<file path="src/rtl/ebpf_decode_stage.sv">
// eBPF instruction decode stage: one registered output slot with
// valid/ready backpressure, LDDW pairing, slot PC tracking and flush.
// Optional class outputs (cls, is_ld, is_st, is_alu, is_jmp) are
// compiled in when the macro DECODE_CLASS_EN is defined.
module ebpf_decode_stage #(
    parameter int DATA_W = 64,
    parameter int PC_W   = 16,
    parameter int SRC_W  = 4,
    parameter int DST_W  = 4,
    parameter int OP_W   = 8
) (
    input  logic              clk,
    input  logic              rst,
    input  logic              flush,
    input  logic [PC_W-1:0]   flush_pc,
    input  logic              in_valid,
    output logic              in_ready,
    input  logic [63:0]       instr,
    output logic              out_valid,
    input  logic              out_ready,
    output logic [OP_W-1:0]   op,
    output logic [DST_W-1:0]  dst,
    output logic [SRC_W-1:0]  src,
    output logic [DATA_W-1:0] off,
    output logic [DATA_W-1:0] imm,
    output logic [PC_W-1:0]   pc,
    output logic              wide,
`ifdef DECODE_CLASS_EN
    output logic [2:0]        cls,
    output logic              is_ld,
    output logic              is_st,
    output logic              is_alu,
    output logic              is_jmp,
`endif
    output logic              err
);

    localparam logic [7:0] OP_LDDW = 8'h18;
    localparam logic [7:0] OP_HI   = 8'h00;

    typedef enum logic {
        S_LO,
        S_HI
    } state_t;

    state_t            state_q;
    logic [PC_W-1:0]   pc_cnt_q;
    logic              out_valid_q;
    logic [OP_W-1:0]   op_q;
    logic [DST_W-1:0]  dst_q;
    logic [SRC_W-1:0]  src_q;
    logic [DATA_W-1:0] off_q;
    logic [DATA_W-1:0] imm_q;
    logic [PC_W-1:0]   pc_q;
    logic              wide_q;
    logic              err_q;

    // Low half of an LDDW held while waiting for its second slot
    logic [7:0]        lo_op_q;
    logic [3:0]        lo_dst_q;
    logic [3:0]        lo_src_q;
    logic [15:0]       lo_off_q;
    logic [31:0]       lo_imm_q;
    logic [PC_W-1:0]   lo_pc_q;

    logic              acc;
    logic              in_is_lddw;
    logic              hi_ok;
    logic signed [15:0] in_off16;
    logic signed [31:0] in_imm32;
    logic signed [15:0] lo_off16;
    logic signed [31:0] lo_imm32;
    logic signed [63:0] pair64;
    logic [DATA_W-1:0] in_off_x;
    logic [DATA_W-1:0] in_imm_x;
    logic [DATA_W-1:0] lo_off_x;
    logic [DATA_W-1:0] lo_imm_x;
    logic [DATA_W-1:0] pair_x;

    assign in_ready   = !out_valid_q || out_ready;
    assign acc        = in_valid && in_ready;
    assign in_is_lddw = (instr[7:0] == OP_LDDW);
    assign hi_ok      = (instr[7:0] == OP_HI);

    assign in_off16 = instr[31:16];
    assign in_imm32 = instr[63:32];
    assign lo_off16 = lo_off_q;
    assign lo_imm32 = lo_imm_q;
    assign pair64   = {instr[63:32], lo_imm_q};

    assign in_off_x = DATA_W'(in_off16);
    assign in_imm_x = DATA_W'(in_imm32);
    assign lo_off_x = DATA_W'(lo_off16);
    assign lo_imm_x = DATA_W'(lo_imm32);
    assign pair_x   = DATA_W'(pair64);

`ifdef DECODE_CLASS_EN
    logic [2:0] cls_q;
    logic [3:0] flags_q;

    // One-hot {ld, st, alu, jmp} from the 3-bit opcode class
    function automatic logic [3:0] class_flags(input logic [2:0] c);
        logic [3:0] f;
        f = 4'b0000;
        unique case (c)
            3'd0, 3'd1: f = 4'b1000;
            3'd2, 3'd3: f = 4'b0100;
            3'd4, 3'd7: f = 4'b0010;
            3'd5, 3'd6: f = 4'b0001;
            default:    f = 4'b0000;
        endcase
        return f;
    endfunction

    assign cls    = cls_q;
    assign is_ld  = flags_q[3];
    assign is_st  = flags_q[2];
    assign is_alu = flags_q[1];
    assign is_jmp = flags_q[0];
`endif

    // Slot FSM, PC counter, LDDW capture and the output register
    always_ff @(posedge clk) begin
        if (rst) begin
            state_q     <= S_LO;
            pc_cnt_q    <= '0;
            out_valid_q <= 1'b0;
            op_q        <= '0;
            dst_q       <= '0;
            src_q       <= '0;
            off_q       <= '0;
            imm_q       <= '0;
            pc_q        <= '0;
            wide_q      <= 1'b0;
            err_q       <= 1'b0;
            lo_op_q     <= '0;
            lo_dst_q    <= '0;
            lo_src_q    <= '0;
            lo_off_q    <= '0;
            lo_imm_q    <= '0;
            lo_pc_q     <= '0;
`ifdef DECODE_CLASS_EN
            cls_q       <= '0;
            flags_q     <= '0;
`endif
        end else if (flush) begin
            state_q     <= S_LO;
            pc_cnt_q    <= flush_pc;
            out_valid_q <= 1'b0;
        end else begin
            if (out_valid_q && out_ready) begin
                out_valid_q <= 1'b0;
            end
            if (acc) begin
                pc_cnt_q <= pc_cnt_q + PC_W'(1);
                unique case (state_q)
                    S_LO: begin
                        if (in_is_lddw) begin
                            lo_op_q  <= instr[7:0];
                            lo_dst_q <= instr[11:8];
                            lo_src_q <= instr[15:12];
                            lo_off_q <= instr[31:16];
                            lo_imm_q <= instr[63:32];
                            lo_pc_q  <= pc_cnt_q;
                            state_q  <= S_HI;
                        end else begin
                            op_q        <= OP_W'(instr[7:0]);
                            dst_q       <= DST_W'(instr[11:8]);
                            src_q       <= SRC_W'(instr[15:12]);
                            off_q       <= in_off_x;
                            imm_q       <= in_imm_x;
                            pc_q        <= pc_cnt_q;
                            wide_q      <= 1'b0;
                            err_q       <= 1'b0;
                            out_valid_q <= 1'b1;
`ifdef DECODE_CLASS_EN
                            cls_q   <= instr[2:0];
                            flags_q <= class_flags(instr[2:0]);
`endif
                        end
                    end
                    S_HI: begin
                        op_q        <= OP_W'(lo_op_q);
                        dst_q       <= DST_W'(lo_dst_q);
                        src_q       <= SRC_W'(lo_src_q);
                        off_q       <= lo_off_x;
                        imm_q       <= hi_ok ? pair_x : lo_imm_x;
                        pc_q        <= lo_pc_q;
                        wide_q      <= 1'b1;
                        err_q       <= !hi_ok;
                        out_valid_q <= 1'b1;
                        state_q     <= S_LO;
`ifdef DECODE_CLASS_EN
                        cls_q   <= lo_op_q[2:0];
                        flags_q <= class_flags(lo_op_q[2:0]);
`endif
                    end
                    default: state_q <= S_LO;
                endcase
            end
        end
    end

    assign out_valid = out_valid_q;
    assign op        = op_q;
    assign dst       = dst_q;
    assign src       = src_q;
    assign off       = off_q;
    assign imm       = imm_q;
    assign pc        = pc_q;
    assign wide      = wide_q;
    assign err       = err_q;

endmodule

</file>
<file path="config.mk">
export PLATFORM = sky130hd
export DESIGN_NAME = ebpf_decode_stage
export DESIGN_NICKNAME = d
export VERILOG_FILES = /design/src/rtl/ebpf_decode_stage.sv
export SDC_FILE = /design/constraint.sdc
export NUM_CORES = 1
export LEC_CHECK = 0
export CORE_MARGIN = 2
export CORE_UTILIZATION = 52
export CTS_CLUSTER_SIZE = 16
export DETAILED_ROUTE_END_ITERATION = 6
export PLACE_DENSITY = 0.82
export SYNTH_ARGS = -nofsm -noshare
export SYNTH_HDL_FRONTEND = slang
export SYNTH_SLANG_ARGS = --single-unit
</file>
<file path="constraint.sdc">
create_clock -name clk -period 4.54 [get_ports clk]
set_input_delay 0.454 -clock clk [delete_from_list [all_inputs] [get_ports clk]]
set_output_delay 0.454 -clock clk [all_outputs]
set_load 0.03 [all_outputs]
</file>
==> impl_summary.txt, run 1 <==
----------------------------------------------------
[Cells and area]
  Combined area of the multi-input logic cells ... 0.004165 sq mm
  Nets ... 1,263
  Layout cell share with drive strength beyond 1 ... 0.05621
  Fill cell count ... 1,366
  Area used by sequential logic in the layout ... 0.004248 sq mm
  Synth-to-layout area growth ... 31.36%
  # diodes ... 0

[Clock tree]
  Postcts setup bufs ... 0
  Number of clock sinks ... 212
  Root buffer cell ... clkbuf_16
  Total number of H-tree levels ... 1
  Maximum number of buffers from clock root to sink ... 3
  Number of hold buffers added after CTS ... 0
  Inserted Clock Buffers ... 22
  Clock tree from TritonCTS ... built
  Clock slew at reported path FFs ... 60 ps
  Number of instances resized during post-cts repair ... 0
  Clock latency at the later pin of the worst-skew pair ... 500 ps

[STA]
  Final-report max-slew violation count ... 0
  Setup-failing EPs final ... 0
  Hold WS ... 470.0 ps
  Maximum operating frequency ... 0.3337 GHz
  Setup clock skew after layout ... 9.663 ps
  Slew @ Worst Pin ... 1066 ps
  Final period demand of the worst path ... 2997 ps
  Period utilisation layout ... 0.6601
  Setup repair after global routing missed its margin ... no
  Total negative slack ... 0 ps
  Number of failing hold endpoints at the final stage ... 0
  Smallest setup slack after layout ... 1543 ps
  Relative slew slack ... 0.2887

[Detailed routing]
  DRT iter0 DRCs ... 712
  DRC violations left ... 0
  Total Routed Length ... 26,020 um
  Vias after detailed routing ... 8,405
  Length of the first detailed-routing pass in iterations ... 5
  Post-DR vias/cell ... 5.932
  Detail Route Antenna Nets ... 0
  Wirelength per Cell ... 18.36 um

[Power and ir drop]
  PD cells ... 380.8 mW/mm^2
  Clk network pwr share ... 0.407
  Max VDD drop ... 311.1 uV
  Combinational power share ... 0.159
  Sw frac ... 0.2674
  Internal Power ... 3.376 mW
  Power share of the sequential group ... 0.434
  Sw Pwr ... 1.232 mW
  Cell leakage power ... 3.824 nW

[Floorplan]
  Row cnt ... 48
  Initial core utilization ... 0.5326
  Die Y ... 137.1 um
  Core area ... 0.01730 sq mm
  Number of top-level pins ... 249
  Chip Width ... 137.1 um
  Total die area ... 0.01880 sq mm

[Worst setup path]
  Element type at the critical path start ... flip-flop
  Req. time, crit path ... 4090 ps
  Data arrival time of the critical path ... 2540 ps
  CP Class ... flip-flop to output port
  Largest fanout of any net on the critical path ... 38
  Sort of element at the end of the critical path ... output port

[Synthesis]
  YS warnings ... 0
  Flops & latches, synth ... 212
  Mean post-synth cell area ... 8.789 sq um
  Number of nets in the synthesized netlist ... 1,134
  Combined area of all synthesized cells ... 0.009211 sq mm
  Count of flip-flops with a built-in enable after synthesis ... 0
  Unique cell type count in the Yosys netlist ... 35
  Sequential fraction of the synthesis area ... 0.4607
  Number of instances in the synthesized netlist ... 1,048
  Commonest register cell after synthesis ... dfxtp_1
  FFs w/ async S/R, synth ... 0

[Run]
  Max-cap check violation count ... 0

[GRT]
  Vias in the first global route ... 7,931
  Maximum number of pins on one net before global-route repair ... 189
  Global-route wire length before repair ... 41,410 um
  Total gr overflow ... 0
  GRT Resource Usage Total ... 0.2692
  Number of antenna violations at the first check in global routing ... 0

[Placement]
  Weighted congestion reported at the end of routability-driven placement ... 0.8321
  Setup slack at placement ... 1270 ps
  Port bufs ... 248
  Detailed-placement wirelength estimate ... 15,590 um

[Outcome]
  Result of the run ... completed

[Worst hold path]
  Type of the most critical hold path ... flip-flop to flip-flop

----------------------------------------------------
-- synthesized netlist by cell type (all sizes together), types with 4 or more instances --
library cell / number / area [sq um]
or4: 5 / 41.29
nand3: 79 / 407.9
mux2i: 80 / 800.8
or3: 6 / 37.54
and4: 4 / 37.54
a211oi: 117 / 878.3
inv: 8 / 30.03
o31ai: 4 / 30.03
a311oi: 11 / 96.34
xnor2: 4 / 35.03
clkbuf: 91 / 341.6
nand2: 41 / 153.9
nor2: 20 / 75.07
dfxtp: 212 / 4244
nor3: 6 / 30.03
nor3b: 6 / 45.04
nor4: 4 / 25.02
a21oi: 191 / 955.9
buf: 68 / 454.2
o21ai: 79 / 395.4
nand4: 4 / 31.28
-- power groups by stage --
stage                     registers [mW]  logic [mW]  clock network (mW)
final                               2.00       0.732                1.87
after global routing                2.01       0.775                1.97
after CTS                           2.00       0.732                1.89
after detailed placement            2.04       0.729                   0
after global placement              2.04       0.722                   0
after floorplan                     2.16       0.302                   0
-- per-layer routing --
metal  up-vias  global-route usage  routed length [um]
li1       4059                   -                   -
met1      4015              0.3642               11140
met2       284              0.4417               12680
met3        47             0.03926                1454
met4         0             0.08820                 748
met5         -                   0                   0
-- sequential cells by signal (all words and copies together) (netlist names) --
register	count
op	8
off	16
wide	1
out_valid	1
pc	16
lo_op_q	8
lo_off16	16
dst	4
state_q	1
err	1
src	4
pc_cnt_q	16
lo_imm32	32
lo_dst_q	4
lo_src_q	4
lo_pc_q	16
imm	64
-- through the flow --
stage               utilization  instances  power [mW]  area (sq um)
finish                   0.6996       1417       4.608         12100
global route             0.6996       1417       4.751         12100
CTS                      0.6996       1417       4.621         12100
detailed placement       0.6557       1378       2.769         11340
global placement         0.6557       1378       2.759         11340
floorplan                     -       1048       2.466          9211
-- critical path, stage by stage (launching register included) --
cell and delay (ps):
dfxtp_1 1020, buf_4 320, clkdlybuf4s50_1 690
-- kinds of logic (layout without fill, tap and decap cells) --
kind of cell / after synthesis / after routing / synth area share
AOI/OAI and AO/OA: 404 / 404 / 0.2578
DFF: 212 / 212 / 0.4607
and+or+nand+nor: 179 / 179 / 0.09875
buffers and inverters: 167 / 311 / 0.08965
muxes: 80 / 80 / 0.08693
xor gates and xnor gates: 5 / 5 / 0.004754
adders and majority gates: 1 / 1 / 0.001358
-- final timing paths --
check	from	end	slack, ps	cells past startpoint
max	off[62]	off[56]	1540	2
min	lo_imm32[13]	lo_imm32[13]	470	2
max reg2reg	state_q	imm[6]	1630	6
min reg2reg	lo_imm32[13]	lo_imm32[13]	470	2
-- area by class of cell --
cell class / count / area share
clock buffers: 29 / 0.05449
clock inverters: 10 / 0.008272
inverters: 8 / 0.002482
multi-input cells: 669 / 0.3442
flip-flops and latches: 212 / 0.3510
well taps: 225 / 0.02327
repair buffers: 264 / 0.2162
-- cells in the final DEF, fill, tap and decap left out, types with 2 or more instances in the layout --
cell type,count
a211oi_1,117
a21oi_1,191
a311oi_1,11
and4_2,3
buf_4,15
bufinv_16,2
clkbuf_16,24
clkbuf_8,4
clkdlybuf4s50_1,247
clkinv_2,8
dfxtp_1,211
inv_1,7
mux2i_1,80
nand2_1,41
nand3_1,77
nand4_1,3
nor2_1,19
nor2b_1,2
nor3_1,5
nor3b_1,6
nor4_1,4
o21ai_0,79
o31ai_1,4
or3_1,6
or4_1,4
xnor2_1,4
(Power assumes the default switching activity.)
==> inputs of run 2 (changes only) <==
Settings changed: CORE_UTILIZATION 52 to 44, PLACE_DENSITY 0.82 to 0.74.
Clock period 4.54 ns to 2.7 ns, I/O delays scaled along.
==> impl_summary.txt, run 2 (same netlist as run 1, synthesis figures left out) <==
----------------------------------------------------
[STA]
  Smallest setup slack after layout ... 249.6 ps (-1293 ps)
  Number of failing hold endpoints at the final stage ... 0 (unchanged)
  Maximum operating frequency ... 0.4081 GHz
  Setup clock skew after layout ... 17.27 ps (+7.602 ps)
  Relative slew slack ... 0.2665 (-0.02219)
  Hold WS ... 224.3 ps (-245.7 ps)
  Total negative slack ... 0 ps (unchanged)
  Period utilisation layout ... 0.9075
  Final period demand of the worst path ... 2450 ps
  Final-report max-slew violation count ... 0 (unchanged)
  Slew @ Worst Pin ... 1100 ps (+34.74 ps)
  Setup repair after global routing missed its margin ... no
  Setup-failing EPs final ... 0 (unchanged)

[Power and ir drop]
  PD cells ... 622.8 mW/mm^2 (+64%)
  Cell leakage power ... 3.905 nW (+2.1%)
  Max VDD drop ... 477.4 uV (+53%)

[Clock tree]
  Number of instances resized during post-cts repair ... 0 (unchanged)
  Total number of H-tree levels ... 1 (unchanged)
  Number of clock sinks ... 212 (unchanged)
  Inserted Clock Buffers ... 23 (+4.5%)
  Number of hold buffers added after CTS ... 0 (unchanged)
  Clock slew at reported path FFs ... 60 ps (about the same)
  Root buffer cell ... clkbuf_16
  Clock latency at the later pin of the worst-skew pair ... 500 ps (about the same)
  Clock tree from TritonCTS ... built
  Maximum number of buffers from clock root to sink ... 3 (unchanged)
  Postcts setup bufs ... 0 (unchanged)

[Outcome]
  Result of the run ... completed

[Detailed routing]
  Vias after detailed routing ... 8,306 (-1.2%)
  DRT iter0 DRCs ... 682 (-4.2%)
  Detail Route Antenna Nets ... 0 (unchanged)
  Post-DR vias/cell ... 5.620 (-5.3%)
  Total Routed Length ... 26,910 um (+3.4%)
  DRC violations left ... 0 (unchanged)
  Length of the first detailed-routing pass in iterations ... 5 (unchanged)
  Wirelength per Cell ... 18.20 um (-0.88%)

[Worst hold path]
  Hold depth ... 2 (unchanged)
  Type of the most critical hold path ... primary input to flip-flop
  HP Start ... rst

[GRT]
  Number of antenna violations at the first check in global routing ... 0 (unchanged)
  Maximum number of pins on one net before global-route repair ... 98 (-48%)
  Vias in the first global route ... 7,650 (-3.5%)
  GRT Resource Usage Total ... 0.2323 (-0.03689)
  Total gr overflow ... 0 (unchanged)
  Global-route wire length before repair ... 42,300 um (+2.1%)

[Worst setup path]
  CP max stage cell ... clkdlybuf4s50_1
  Largest fanout of any net on the critical path ... 8 (-79%)
  Ordered list of cells on the worst path ... nor2b_1 > inv_2 > clkdlybuf4s50_1
  Sort of element at the end of the critical path ... output port
  Slowest Stage Delay on Critical Path ... 640 ps (-380 ps)
  Critical Path Source ... out_valid
  Worst R2R Start ... pc_cnt_q[3]
  Depth of the worst register-to-register path ... 4 (-2)
  CP Class ... flip-flop to output port
  Data arrival time of the critical path ... 2180 ps (-360 ps)
  Element type at the critical path start ... flip-flop
  Req. time, crit path ... 2430 ps (-1660 ps)

[Placement]
  Weighted congestion reported at the end of routability-driven placement ... 0.7741 (-7.0%)
  Port bufs ... 248 (unchanged)
  Detailed-placement wirelength estimate ... 16,870 um (+8.2%)
  Setup slack at placement ... 328.3 ps (-942.2 ps)

[Run]
  Max-cap check violation count ... 0 (unchanged)

[Cells and area]
  Layout cell share with drive strength beyond 1 ... 0.06209 (+0.005878)
  Most common cell after layout, fill and taps aside ... clkdlybuf4s50_1
  Nets ... 1,278 (+1.2%)
  Top library cells by usage in the layout, fill and taps aside ... clkdlybuf4s50_1 (247), dfxtp_1 (211), a21oi_1 (191)
  Fill cell count ... 1,750 (+28%)
  # diodes ... 0 (unchanged)
  Final core occ ... 0.6065 (-0.09304)
  Number of flip-flops under the largest register name ... 64 (unchanged)
  Synth-to-layout area growth ... 34.09%

[Floorplan]
  Initial core utilization ... 0.4523 (-0.08023)
  Row cnt ... 52 (+8.3%)
  Core area ... 0.02036 sq mm (+18%)
  Number of top-level pins ... 249 (unchanged)
  Chip Width ... 148.7 um (+8.5%)
  Total die area ... 0.02211 sq mm (+18%)
  Die Y ... 148.7 um (+8.5%)

----------------------------------------------------
## run 2: area by class of cell
cell class / instances / area [sq um] / share of cell area
clock buffers: 34 / 636.9 / 0.05156
clock inverters: 7 / 87.58 / 0.007091
inverters: 8 / 30.03 / 0.002431
multi-input cells: 669 / 4165 / 0.3372
flip-flops and latches: 212 / 4248 / 0.3439
well taps: 270 / 337.8 / 0.02735
repair buffers: 278 / 2846 / 0.2305
## run 2: final timing paths
| kind | endpoint | slack, ps |
|---|---|---|
| hold reg to reg | lo_off16[6] | 470 |
| setup / recovery | in_ready | 250 |
| hold / removal | lo_src_q[0] | 220 |
| setup reg to reg | pc_cnt_q[15] | 490 |
## run 2: per-stage QoR
step / area [sq um] / instances / power (mW)
final: 12350 / 1478 / 7.692
after global placement: 11630 / 1437 / 4.676
after CTS: 12350 / 1478 / 7.750
after floorplan: 9211 / 1048 / 4.146
after global routing: 12350 / 1478 / 7.965
after detailed placement: 11630 / 1437 / 4.690
## run 2: power breakdown
group	total (mW)	internal [mW]	switching, mW	leakage (nW)
sequential	3.36	3.26	0.0949	1.73
clock	3.07	1.82	1.25	0.352
combinational	1.27	0.533	0.737	1.82
total	7.69	5.62	2.08	3.91
## run 2: per-layer routing
metal  track usage  wire length (um)  up-vias  share of wire
met5             0                 0        -              0
met4       0.06905               784        0          0.029
met3       0.03436              1396       52          0.052
met2        0.3681             12790      246           0.48
met1        0.3292             11930     3920           0.44
li1              -                 -     4088              -
## run 2: worst max-delay path: cells and delay by family, from the launching register on
family                 cells  cell delay, ps
AND/OR/NAND/NOR            1             520
flip-flops                 1             320
buffers and inverters      2             840
==> inputs of run 3 (changes only) <==
Settings changed: CTS_CLUSTER_DIAMETER from default to 60.
==> impl_summary.txt, run 3 (same netlist as run 1, synthesis figures left out) <==
----------------------------------------------------
[Outcome]
  Result of the run ... completed

[GRT]
  GRT Resource Usage Total ... 0.2275 (-0.004822)
  Maximum number of pins on one net before global-route repair ... 98 (unchanged)
  Vias in the first global route ... 7,541 (-1.4%)
  Global-route wire length before repair ... 41,500 um (-1.9%)
  Total gr overflow ... 0 (unchanged)
  Number of antenna violations at the first check in global routing ... 0 (unchanged)

[STA]
  Setup repair after global routing missed its margin ... no
  Setup clock skew after layout ... 7.006 ps (-10.26 ps)
  Slew @ Worst Pin ... 1099 ps (-1.000 ps)
  Setup-failing EPs final ... 0 (unchanged)
  Number of failing hold endpoints at the final stage ... 0 (unchanged)
  Relative slew slack ... 0.2672 (+0.0006670)
  Final period demand of the worst path ... 2411 ps (-39.29 ps)
  Total negative slack ... 0 ps (unchanged)
  Period utilisation layout ... 0.8930 (-0.01455)
  Maximum operating frequency ... 0.4148 GHz (+1.6%)
  Final-report max-slew violation count ... 0 (unchanged)

[Power and ir drop]
  Max VDD drop ... 443.6 uV (-7.1%)
  PD cells ... 573.8 mW/mm^2 (-7.9%)
  Final Power ... 6.946 mW (-9.7%)
  Cell leakage power ... 3.781 nW (-3.2%)

[Detailed routing]
  Wirelength per Cell ... 18.08 um (-0.68%)
  Post-DR vias/cell ... 5.632 (+0.21%)
  Total Routed Length ... 26,400 um (-1.9%)
  Amount of wire on met2 after detailed routing ... 12,610 um (-1.4%)
  DRT iter0 DRCs ... 642 (-5.9%)
  Highest Signal Layer ... met4
  Vias after detailed routing ... 8,222 (-1.0%)
  DRT met1 WL ... 11,870 um (-0.54%)
  Detail Route Antenna Nets ... 0 (unchanged)
  DRC violations left ... 0 (unchanged)
  Length of the first detailed-routing pass in iterations ... 7 (+2)
  Routed wire length on met3 ... 1272 um (-8.9%)

[Clock tree]
  Number of instances resized during post-cts repair ... 0 (unchanged)
  Inserted Clock Buffers ... 17 (-26%)
  Clock latency at the later pin of the worst-skew pair ... 470 ps (-30 ps)
  Clock tree from TritonCTS ... built
  Total number of H-tree levels ... 1 (unchanged)
  Number of clock sinks ... 212 (unchanged)
  Number of hold buffers added after CTS ... 0 (unchanged)
  Root buffer cell ... clkbuf_16
  Maximum number of buffers from clock root to sink ... 3 (unchanged)
  Clock slew at reported path FFs ... 70 ps (about the same)
  Postcts setup bufs ... 0 (unchanged)

[Run]
  Max-cap check violation count ... 0 (unchanged)

[Floorplan]
  Die Y ... 148.7 um (unchanged)
  Core area ... 0.02036 sq mm (unchanged)
  Initial core utilization ... 0.4523 (unchanged)
  Chip Width ... 148.7 um (unchanged)
  Row cnt ... 52 (unchanged)
  Total die area ... 0.02211 sq mm (unchanged)
  Number of top-level pins ... 249 (unchanged)

[Cells and area]
  Most common cell after layout, fill and taps aside ... clkdlybuf4s50_1
  Nets ... 1,272 (-0.47%)
  Synth-to-layout area growth ... 31.42%
  Top library cells by usage in the layout, fill and taps aside ... clkdlybuf4s50_1 (247), dfxtp_1 (211), a21oi_1 (191)
  Layout cell share with drive strength beyond 1 ... 0.05210 (-0.009985)
  Number of flip-flops under the largest register name ... 64 (unchanged)
  # diodes ... 0 (unchanged)

[Placement]
  Detailed-placement wirelength estimate ... 16,870 um (unchanged)
  Port bufs ... 248 (unchanged)
  Weighted congestion reported at the end of routability-driven placement ... 0.7741 (unchanged)

[Worst setup path]
  Slowest Stage Delay on Critical Path ... 640 ps (about the same)
  Ordered list of cells on the worst path ... nor2b_1 > inv_2 > clkdlybuf4s50_1
  Largest fanout of any net on the critical path ... 8 (unchanged)
  CP Class ... flip-flop to output port
  CP max stage cell ... clkdlybuf4s50_1
  Data arrival time of the critical path ... 2140 ps (-40 ps)
  Sort of element at the end of the critical path ... output port
  Element type at the critical path start ... flip-flop
  Req. time, crit path ... 2430 ps (about the same)
  Crit path buffers/inverters ... 2 (unchanged)
  Delay-heaviest family, CP ... buffers and inverters

[Worst hold path]
  Type of the most critical hold path ... primary input to flip-flop

----------------------------------------------------
run 3: worst paths after layout:
path                     from      endpoint  slack [ps]  depth (start not counted)
hold reg to reg   lo_dst_q[1]   lo_dst_q[1]         470                          2
setup / recovery    out_valid      in_ready         290                          3
setup reg to reg  pc_cnt_q[3]  pc_cnt_q[15]         490                          4
hold / removal            rst    lo_op_q[4]         260                          2
run 3: through the flow:
step	worst slack, ps	cell area [sq um]	utilization	instances	hold slack, ps
after floorplan	550.6	9211	-	1048	349.3
after global placement	380.6	11630	0.5710	1437	448.8
after detailed placement	328.3	11630	0.5710	1437	464.2
after CTS	305.7	12110	0.5944	1460	235.6
after global routing	177.3	12110	0.5944	1460	261.1
final	288.9	12110	0.5944	1460	256.6
run 3: worst reg2reg max path, delay by kind of cell, from the launching register on:
family	cells	cell delay [ps]
and+or+nand+nor	3	1290
AOI/OAI and AO/OA	1	300
DFF	1	530
run 3: cell type report:
| type | count | area [sq um] |
|---|---|---|
| Clock buffer | 21 | 440.4 |
| Clock inverter | 2 | 37.54 |
| Fill cell | 1779 | 8259 |
| Inverter | 8 | 30.03 |
| Multi-Input combinational cell | 669 | 4165 |
| Sequential cell | 212 | 4248 |
| Tap cell | 270 | 337.8 |
| Timing Repair Buffer | 278 | 2846 |
run 3: routing by layer:
| layer | GRT usage | vias to the layer above |
|---|---|---|
| met5 | 0 | - |
| met4 | 0.06000 | 0 |
| met3 | 0.03712 | 43 |
| met2 | 0.3637 | 221 |
| met1 | 0.3206 | 3899 |
| li1 | - | 4059 |
run 3: power breakdown:
part           internal (mW)  switching, mW
Clock                   1.24           1.08
Combinational          0.533          0.735
Sequential              3.26         0.0944
